--- src/rtl/rc4_stream_xor.sv ---
// RC4 keystream consumer: XORs buffered keystream onto a byte stream.
// Supports RC4-drop[N] discard of the first keystream bytes per session.
module rc4_stream_xor #(
    parameter int KS_DEPTH = 4,
    parameter int DROP_W   = 10
) (
    input  logic              clk,
    input  logic              rst_n,
    input  logic              sess_start,
    input  logic [DROP_W-1:0] cfg_drop,
    input  logic              ks_valid,
    input  logic [7:0]        ks_data,
    output logic              ks_ready,
    input  logic              din_valid,
    input  logic [7:0]        din_data,
    input  logic              din_last,
    output logic              din_ready,
    output logic              dout_valid,
    output logic [7:0]        dout_data,
    output logic              dout_last,
    input  logic              dout_ready,
    output logic              busy,
    output logic [15:0]       byte_cnt
);

    localparam int PW = $clog2(KS_DEPTH);

    typedef enum logic [1:0] {IDLE, DROP, RUN, LAST} state_e;

    state_e            state_q, state_d;
    logic [PW-1:0]     wr_ptr_q, wr_ptr_d;
    logic [PW-1:0]     rd_ptr_q, rd_ptr_d;
    logic [PW:0]       cnt_q, cnt_d;
    logic [DROP_W-1:0] drop_cnt_q, drop_cnt_d;
    logic              dout_valid_q, dout_valid_d;
    logic [7:0]        dout_data_q, dout_data_d;
    logic              dout_last_q, dout_last_d;
    logic [15:0]       byte_cnt_q, byte_cnt_d;
    logic [7:0]        ks_mem_q [KS_DEPTH];

    logic fifo_full, fifo_ne;
    logic ks_hs, din_hs, dout_hs, push, pop;

    assign fifo_full = (cnt_q == (PW+1)'(KS_DEPTH));
    assign fifo_ne   = (cnt_q != '0);

    always_comb begin
        ks_ready  = 1'b0;
        din_ready = 1'b0;
        unique case (state_q)
            DROP: ks_ready = 1'b1;
            RUN: begin
                ks_ready  = !fifo_full;
                din_ready = fifo_ne && (!dout_valid_q || dout_ready);
            end
            default: ;
        endcase
    end

    assign ks_hs   = ks_valid && ks_ready;
    assign din_hs  = din_valid && din_ready;
    assign dout_hs = dout_valid_q && dout_ready;
    // Keystream taken during DROP is discarded, never buffered.
    assign push    = ks_hs && (state_q == RUN) && !sess_start;
    assign pop     = din_hs;

    always_comb begin
        state_d      = state_q;
        wr_ptr_d     = wr_ptr_q;
        rd_ptr_d     = rd_ptr_q;
        cnt_d        = cnt_q;
        drop_cnt_d   = drop_cnt_q;
        dout_valid_d = dout_valid_q;
        dout_data_d  = dout_data_q;
        dout_last_d  = dout_last_q;
        byte_cnt_d   = byte_cnt_q;

        unique case (state_q)
            DROP: begin
                if (ks_hs) begin
                    drop_cnt_d = drop_cnt_q - DROP_W'(1);
                    if (drop_cnt_q == DROP_W'(1)) state_d = RUN;
                end
            end
            RUN: begin
                if (din_hs && din_last) state_d = LAST;
            end
            LAST: begin
                if (dout_hs && dout_last_q) state_d = IDLE;
            end
            default: ;
        endcase

        if (push) wr_ptr_d = wr_ptr_q + PW'(1);
        if (pop)  rd_ptr_d = rd_ptr_q + PW'(1);
        cnt_d = cnt_q + (PW+1)'(push) - (PW+1)'(pop);

        if (din_hs) begin
            dout_valid_d = 1'b1;
            dout_data_d  = din_data ^ ks_mem_q[rd_ptr_q];
            dout_last_d  = din_last;
            byte_cnt_d   = byte_cnt_q + 16'd1;
        end else if (dout_hs) begin
            dout_valid_d = 1'b0;
        end

        // A new session overrides every same-cycle event.
        if (sess_start) begin
            state_d      = (cfg_drop != '0) ? DROP : RUN;
            drop_cnt_d   = cfg_drop;
            wr_ptr_d     = '0;
            rd_ptr_d     = '0;
            cnt_d        = '0;
            dout_valid_d = 1'b0;
            dout_last_d  = 1'b0;
            dout_data_d  = dout_data_q;
            byte_cnt_d   = '0;
        end
    end

    always_ff @(posedge clk) begin
        if (!rst_n) begin
            state_q      <= IDLE;
            wr_ptr_q     <= '0;
            rd_ptr_q     <= '0;
            cnt_q        <= '0;
            drop_cnt_q   <= '0;
            dout_valid_q <= 1'b0;
            dout_data_q  <= '0;
            dout_last_q  <= 1'b0;
            byte_cnt_q   <= '0;
        end else begin
            state_q      <= state_d;
            wr_ptr_q     <= wr_ptr_d;
            rd_ptr_q     <= rd_ptr_d;
            cnt_q        <= cnt_d;
            drop_cnt_q   <= drop_cnt_d;
            dout_valid_q <= dout_valid_d;
            dout_data_q  <= dout_data_d;
            dout_last_q  <= dout_last_d;
            byte_cnt_q   <= byte_cnt_d;
        end
    end

    always_ff @(posedge clk) begin
        if (rst_n && push) ks_mem_q[wr_ptr_q] <= ks_data;
    end

    assign dout_valid = dout_valid_q;
    assign dout_data  = dout_data_q;
    assign dout_last  = dout_last_q;
    assign busy       = (state_q != IDLE);
    assign byte_cnt   = byte_cnt_q;

endmodule

--- config.mk ---
export PLATFORM = sky130hd
export DESIGN_NAME = rc4_stream_xor
export DESIGN_NICKNAME = d
export VERILOG_FILES = /design/src/rtl/rc4_stream_xor.sv
export SDC_FILE = /design/constraint.sdc
export NUM_CORES = 1
export LEC_CHECK = 0
export BUFFER_PORTS_ARGS = -buffer_cell sky130_fd_sc_hd__buf_2
export CORE_ASPECT_RATIO = 1.5
export CORE_MARGIN = 2
export CORE_UTILIZATION = 52
export CTS_BUF_LIST = sky130_fd_sc_hd__clkbuf_4
export DETAILED_ROUTE_END_ITERATION = 8
export GPL_ROUTABILITY_DRIVEN = 0
export HOLD_SLACK_MARGIN = 0.08
export PLACE_DENSITY_LB_ADDON = 0.2
export SLEW_MARGIN = 15
export SYNTH_ARGS = -nofsm -noshare
export SYNTH_HDL_FRONTEND = slang
export SYNTH_SLANG_ARGS = --single-unit
--- constraint.sdc ---
create_clock -name clk -period 2.68 [get_ports clk]
set_clock_uncertainty 0.05 [all_clocks]
set_input_delay 0.268 -clock clk [delete_from_list [all_inputs] [get_ports clk]]
set_output_delay 0.268 -clock clk [all_outputs]
set_load 0.1 [all_outputs]
==> out/metrics.cfg, run 1 <==
[status]
outcome=finished clean

[clock_tree]
clock_latency_ns=0.44
clockRootBuffer=sky130_fd_sc_hd__clkbuf_4
cts_tree=done
tritoncts.num_buffers=9
htree_levels=3
postCtsSetupRepairBufs=0
cts-root-to-sink-buffers=2
cts.sink_count=79
clkTransAtPathRegs_ns=0.14

[floorplanning]
fp-row-count=37
io-pin-count=62
fp.dieArea_sq_um=7729
core_area_sq_um=6852
die-width_microns=72.45
die_h_microns=106.7
initial_core_util=0.5334

[power]
finalPower_w=0.002416
comb_power_share=0.132
internal-power_w=0.001782
switching_share_of_total_power=0.2626
p_leak_nw=1.705
power.clock.fraction=0.336
total_switching_power_w=0.0006346
pwr-share-seq=0.532
power.ir.vdd_worst_v=0.0003937
power_density_nw_per_um2=535.2

[sta]
achievable-frequency_mhz=397.9
timing.hold.ws_ns=0.1260
max-slew-margin-rel=0.6274
rsz0062_at_grt=no
post-route-period-util=0.9377
hold_violations=0
timing_max_transition_violations_final=0
final_critical_path_time_including_i_o_delays_and_setup_ns=2.513
max_slew.worst_pin.slew_ns=0.5581
fin_tns_setup_ns=0
setup_viol=0

[synthesis]
synth.yosys.seq_area_share=0.5204
ys_warn_count=0
cell_variety_after_synth=43
synth_edf_count=32
post_synthesis_net_count=381
postSynthRegisterBits=79
netlist_area_sq_um=3655
netlist_instances=332
postSynth.asyncResetShare=0
post_synth.cell_area_avg_sq_um=11.01
postSynth.topFlopCell=sky130_fd_sc_hd__dfxtp_1

[worst_hold_path]
hold_path_depth=3
hold_path.class=in -> reg

[detailed_routing]
drt_wl_total_mm=8.064
dr.pass1.iters=4
vias_per_cell=5.653
remaining_drc_errors=0
num_vias=2866
routed_wire_length_per_instance_microns=15.91
antenna_left=0
initial_drt_markers=175

[grt]
grt_pass1_vias=3023
grt_antenna_before_repair=0
grt_start_max_net_pins=29
grt_pass1_wl_mm=13.72
grt_overflow=0
global_route.usage.total=0.2322

[critical_path]
startpoint_type=register
reg2reg_slack_ns=0.17
worst_r2r_endpoint=cnt_q[2]
crit_required_ns=2.97
critPathArrivalTime_ns=2.80
critical_path_peak_fanout=6
worst-setup-path-type=reg -> reg
timing.critical_path.from=state_q[1]
critPathCaptureType=register
worst_r2r_path_depth=12
cp-endpoint=cnt_q[2]
r2r_start=state_q[1]

[final_layout]
highest_count_cells_in_the_layout_ignoring_fill_and_taps=sky130_fd_sc_hd__buf_2, sky130_fd_sc_hd__dfxtp_1, sky130_fd_sc_hd__a21oi_1, sky130_fd_sc_hd__edfxtp_1, sky130_fd_sc_hd__dlygate4sd3_1
nFillCells=542
n_antenna_cell=0
multi_input_area_sq_um=1664
design.final.nets=473
mostFrequentLayoutCell=sky130_fd_sc_hd__buf_2
layout-drive-gt1-share=0.2494
area.growth.synth_to_final_pct=23.52
layout.area.seq_sq_um=1904

[flow_run]
timing.max_cap.violations=0

[placed_design]
dp_hpwl_mm=5.505
count_of_port_buffers_added_during_placement=61

==> area by class of cell <==
cell class,instances,area share
clock buffer,10,0.01663
clock inverter,6,0.01885
inverter,18,0.01497
multi-input combinational,222,0.3686
sequential,79,0.4218
tap,78,0.02162
timing repair buffer,94,0.1375
==> stage by stage <==
stage | util | std cells | cell area (sq um) | worst slack (ns)
final | 0.6589 | 507 | 4514 | 0.1670
after global routing | 0.6589 | 507 | 4514 | 0.01699
after CTS | 0.6547 | 507 | 4486 | 0.05315
after detailed placement | 0.5919 | 464 | 4055 | 0.07243
after global placement | 0.5919 | 464 | 4055 | 0.1542
after floorplan | - | 332 | 3661 | 0.04282
==> kinds of logic after synthesis <==
logic type / count (synthesis) / synth area share
XOR/XNOR: 22 / 0.05272
flip-flops: 79 / 0.5204
AO/OA/AOI/OAI: 72 / 0.1123
AND/OR/NAND/NOR: 100 / 0.1643
multiplexers: 12 / 0.06025
adder cells (fa/ha/maj): 16 / 0.05683
buffers and inverters: 31 / 0.03321
==> worst min path at each step <==
stage	endpoint	slack [ns]	startpoint
6_report	drop_cnt_q[1]	0.13	sess_start
3_3_place_gp	byte_cnt[15]	0.41	byte_cnt[15]
5_1_grt	drop_cnt_q[1]	0.13	sess_start
2_1_floorplan	ks_mem_q[0][0]	0.32	ks_data[0]
4_1_cts	drop_cnt_q[1]	0.09	sess_start
3_5_place_dp	dout_last	0.43	dout_last
==> cell usage after synthesis (2+ instances only) <==
cell type | number | area share
sky130_fd_sc_hd__a21oi_1 | 34 | 0.047
sky130_fd_sc_hd__and2_1 | 3 | 0.0051
sky130_fd_sc_hd__and3_1 | 9 | 0.015
sky130_fd_sc_hd__and4_1 | 2 | 0.0048
sky130_fd_sc_hd__buf_2 | 4 | 0.0055
sky130_fd_sc_hd__clkbuf_1 | 8 | 0.0082
sky130_fd_sc_hd__dfxtp_1 | 47 | 0.26
sky130_fd_sc_hd__edfxtp_1 | 32 | 0.26
sky130_fd_sc_hd__ha_1 | 15 | 0.051
sky130_fd_sc_hd__inv_1 | 18 | 0.018
sky130_fd_sc_hd__mux2i_1 | 4 | 0.011
sky130_fd_sc_hd__mux4_2 | 8 | 0.049
sky130_fd_sc_hd__nand2_1 | 22 | 0.023
sky130_fd_sc_hd__nand3_1 | 11 | 0.015
sky130_fd_sc_hd__nand4_1 | 4 | 0.0068
sky130_fd_sc_hd__nor2_1 | 9 | 0.0092
sky130_fd_sc_hd__nor2b_1 | 3 | 0.0051
sky130_fd_sc_hd__nor3_1 | 7 | 0.0096
sky130_fd_sc_hd__nor4_1 | 4 | 0.0068
sky130_fd_sc_hd__o21ai_0 | 22 | 0.030
sky130_fd_sc_hd__o31ai_1 | 11 | 0.023
sky130_fd_sc_hd__or3_1 | 4 | 0.0068
sky130_fd_sc_hd__or3_2 | 2 | 0.0041
sky130_fd_sc_hd__or4_1 | 10 | 0.021
sky130_fd_sc_hd__xnor2_1 | 19 | 0.046
sky130_fd_sc_hd__xor2_1 | 3 | 0.0072
==> power groups by stage <==
| stage | clock network, W | registers, W | logic [W] |
|---|---|---|---|
| 5_1_grt | 0.000887 | 0.00129 | 0.000345 |
| 3_5_place_dp | 0 | 0.00131 | 0.000269 |
| 6_report | 0.000811 | 0.00129 | 0.000319 |
| 3_3_place_gp | 0 | 0.00131 | 0.000262 |
| 4_1_cts | 0.000827 | 0.00128 | 0.000300 |
| 2_1_floorplan | 0 | 0.00131 | 0.000191 |
==> metal layers <==
layer | track usage | vias to the layer above | share of wire
li1 | - | 1411 | -
met1 | 0.2592 | 1352 | 0.40
met2 | 0.4004 | 81 | 0.52
met3 | 0.06391 | 22 | 0.047
met4 | 0.1138 | 0 | 0.031
met5 | 0 | - | 0
==> flip-flops by register name, summed over array words and instances, names as in the netlist, named ones only <==
signal,flops
ks_mem_q,32
byte_cnt,16
drop_cnt_q,10
dout_data,8
cnt_q,3
rd_ptr_q,2
state_q,2
wr_ptr_q,2
dout_last,1
dout_valid,1
==> worst max-delay path: stages (launching register included) <==
cell                      delay [ns]
sky130_fd_sc_hd__dfxtp_2        0.42
sky130_fd_sc_hd__inv_1          0.11
sky130_fd_sc_hd__ha_4           0.30
sky130_fd_sc_hd__inv_1          0.06
sky130_fd_sc_hd__nor3_2         0.20
sky130_fd_sc_hd__inv_1          0.06
sky130_fd_sc_hd__ha_1           0.27
sky130_fd_sc_hd__inv_1          0.04
sky130_fd_sc_hd__ha_1           0.18
sky130_fd_sc_hd__fa_1           0.37
sky130_fd_sc_hd__xnor2_1        0.17
sky130_fd_sc_hd__xnor2_1        0.14
sky130_fd_sc_hd__nor2_1         0.06
==> what timing repair did <==
| action | CTS | global route |
|---|---|---|
| hold buffers | 27 | 0 |
| setup endpoints to repair | 0 | 1 |
| endpoints found under the hold margin | 51 | 0 |
| gates resized for setup | 0 | 6 |
Power figures use the tool's default switching activity.
==> inputs of run 2 (changes only) <==
--- a/config.mk
+++ b/config.mk
@@ -11,9 +11,9 @@
 export CORE_UTILIZATION = 52
 export CTS_BUF_LIST = sky130_fd_sc_hd__clkbuf_4
 export DETAILED_ROUTE_END_ITERATION = 8
-export GPL_ROUTABILITY_DRIVEN = 0
 export HOLD_SLACK_MARGIN = 0.08
 export PLACE_DENSITY_LB_ADDON = 0.2
+export SETUP_SLACK_MARGIN = 0.5
 export SLEW_MARGIN = 15
 export SYNTH_ARGS = -nofsm -noshare
 export SYNTH_HDL_FRONTEND = slang
==> out/metrics.cfg, run 2 (synthesis results as in run 1) <==
[critical_path]
reg2reg_slack_ns=0.33  ; +0.16 ns
critPathArrivalTime_ns=2.63  ; -0.17 ns
cp_slowest_cell=sky130_fd_sc_hd__dfxtp_4
critical_path.max_stage_delay_ns=0.40  ; -0.02 ns
critPathCaptureType=register
crit_required_ns=2.97  ; about the same
cell_by_cell_listing_of_the_critical_path=inv_2, ha_4, inv_2, nor3_4, inv_1, ha_1, inv_1, ha_2, fa_2, xnor2_2, xnor2_1, nor2_1
critical_path_peak_fanout=4  ; -2
worst-setup-path-type=reg -> reg
startpoint_type=register

[sta]
max_slew.worst_pin.slew_ns=0.5612  ; +0.003089 ns
fin_tns_setup_ns=0  ; unchanged
final_critical_path_time_including_i_o_delays_and_setup_ns=2.349  ; -0.1638 ns
timing.hold.ws_ns=0.2198  ; +0.09378 ns
max-slew-margin-rel=0.6254  ; -0.002062
postLayoutSetupSlackWorst_ns=0.3308  ; +0.1638 ns
timing_max_transition_violations_final=0  ; unchanged
achievable-frequency_mhz=425.7  ; +7.0%
hold_violations=0  ; unchanged
setup_viol=0  ; unchanged
rsz0062_at_grt=yes
post-route-period-util=0.8766  ; -0.06113

[floorplanning]
fp-row-count=37  ; unchanged
core_area_sq_um=6852  ; unchanged
initial_core_util=0.5334  ; unchanged
die-width_microns=72.45  ; unchanged
die_h_microns=106.7  ; unchanged
fp.dieArea_sq_um=7729  ; unchanged
io-pin-count=62  ; unchanged

[final_layout]
n_antenna_cell=0  ; unchanged
design.final.nets=485  ; +2.5%
nFillCells=507  ; -6.5%
highest_count_cells_in_the_layout_ignoring_fill_and_taps=sky130_fd_sc_hd__buf_2, sky130_fd_sc_hd__a21oi_1, sky130_fd_sc_hd__edfxtp_1, sky130_fd_sc_hd__dfxtp_1, sky130_fd_sc_hd__dlygate4sd3_1
mostFrequentLayoutCell=sky130_fd_sc_hd__buf_2
register_with_the_most_flip_flops=ks_mem_q
area.growth.synth_to_final_pct=28.38
largest_register_ffs=32  ; unchanged
layout-drive-gt1-share=0.3311  ; +0.08165

[grt]
global_route.usage.total=0.2330  ; +0.0007998
grt_pass1_wl_mm=13.67  ; -0.36%
grt_pass1_vias=2960  ; -2.1%
grt_antenna_before_repair=0  ; unchanged
grt_start_max_net_pins=29  ; unchanged
grt_overflow=0  ; unchanged

[clock_tree]
cts.sink_count=79  ; unchanged
cts-root-to-sink-buffers=2  ; unchanged
tritoncts.num_buffers=9  ; unchanged
clockRootBuffer=sky130_fd_sc_hd__clkbuf_4
clkTransAtPathRegs_ns=0.13  ; about the same
htree_levels=3  ; unchanged
clock_latency_ns=0.44  ; about the same
cts_tree=done

[power]
power.ir.vdd_worst_v=0.0004279  ; +8.7%
p_leak_nw=1.779  ; +4.3%
power_density_nw_per_um2=508.2  ; -5.0%

[status]
outcome=finished clean

[flow_run]
timing.max_cap.violations=0  ; unchanged

[placed_design]
count_of_port_buffers_added_during_placement=61  ; unchanged
dp_hpwl_mm=5.516  ; +0.19%
detailedPlace.worstSlack_ns=0.06761  ; -0.004812 ns
gp_congestion=0.7925

[detailed_routing]
dr.pass1.iters=4  ; unchanged
antenna_left=0  ; unchanged
remaining_drc_errors=0  ; unchanged
vias_per_cell=5.599  ; -0.95%
drt_wl_total_mm=8.257  ; +2.4%
routed_wire_length_per_instance_microns=15.91  ; about the same
num_vias=2906  ; +1.4%
initial_drt_markers=166  ; -5.1%

[worst_hold_path]
hold_path.class=in -> reg

## run 2: cell types whose count changed in the layout (fill, tap and decap cells not counted), moves of 3 or more
| cell | previous run | this run |
|---|---|---|
| sky130_fd_sc_hd__dfxtp_2 | 2 | 13 |
| sky130_fd_sc_hd__dfxtp_4 | 0 | 3 |
| sky130_fd_sc_hd__buf_4 | 6 | 17 |
| sky130_fd_sc_hd__dfxtp_1 | 45 | 31 |
| sky130_fd_sc_hd__inv_1 | 17 | 14 |
## run 2: what timing repair did
| action | CTS | global route |
|---|---|---|
| pin swaps | 6 | 5 |
| setup buffers | 9 | 4 |
| gates resized for setup | 11 | 9 |
| endpoints found under the hold margin | 51 | 0 |
| hold buffers | 27 | 0 |
| setup endpoints to repair | 4 | 33 |
## run 2: power by group
group | total (W) | switching, W | leakage (nW) | internal (W)
combinational | 0.000385 | 0.000215 | 1.04 | 0.000170
clock | 0.000711 | 0.000428 | 0.0658 | 0.000283
sequential | 0.00129 | 0.0000214 | 0.678 | 0.00127
total | 0.00238 | 0.000664 | 1.78 | 0.00172
## run 2: worst paths after layout
check | from | endpoint | cells after the start
worst min register to register | byte_cnt[15] | byte_cnt[15] | 2
worst max register to register | state_q[1] | cnt_q[2] | 12
worst max-delay path | state_q[1] | cnt_q[2] | 12
worst min-delay path | din_valid | byte_cnt[7] | 5
## run 2: final cells by class
type,count,area (sq um),share of cell area
clock buffer,9,67.56,0.01440
clock inverter,7,73.82,0.01573
inverter,18,72.57,0.01547
multi-input combinational,222,1730,0.3688
sequential,79,1929,0.4112
tap,78,97.59,0.02080
timing repair buffer,106,720.7,0.1536
## run 2: routing by layer
metal / part of all wire / up-vias / wire length, microns / track usage
met3: 0.042 / 24 / 347 / 0.06767
met5: 0 / - / 0 / 0
met4: 0.032 / 0 / 266 / 0.1138
met1: 0.39 / 1371 / 3225 / 0.2598
met2: 0.54 / 75 / 4418 / 0.3997
li1: - / 1436 / - / -
## run 2: stage by stage
step | utilization | total power (W) | area (sq um) | instances
after floorplan | - | 0.001524 | 3742 | 332
after global placement | 0.6026 | 0.001598 | 4129 | 463
after detailed placement | 0.6026 | 0.001606 | 4129 | 463
after CTS | 0.6781 | 0.002375 | 4646 | 515
after global routing | 0.6848 | 0.002499 | 4692 | 519
final | 0.6848 | 0.002385 | 4692 | 519
## run 2: critical path, delay by kind of cell (launching register included)
kind / cells / cell delay (ns)
xor+xnor: 2 / 0.29
fa+ha+maj: 4 / 1.09
buf+inv: 4 / 0.21
simple gates: 2 / 0.22
flops: 1 / 0.40
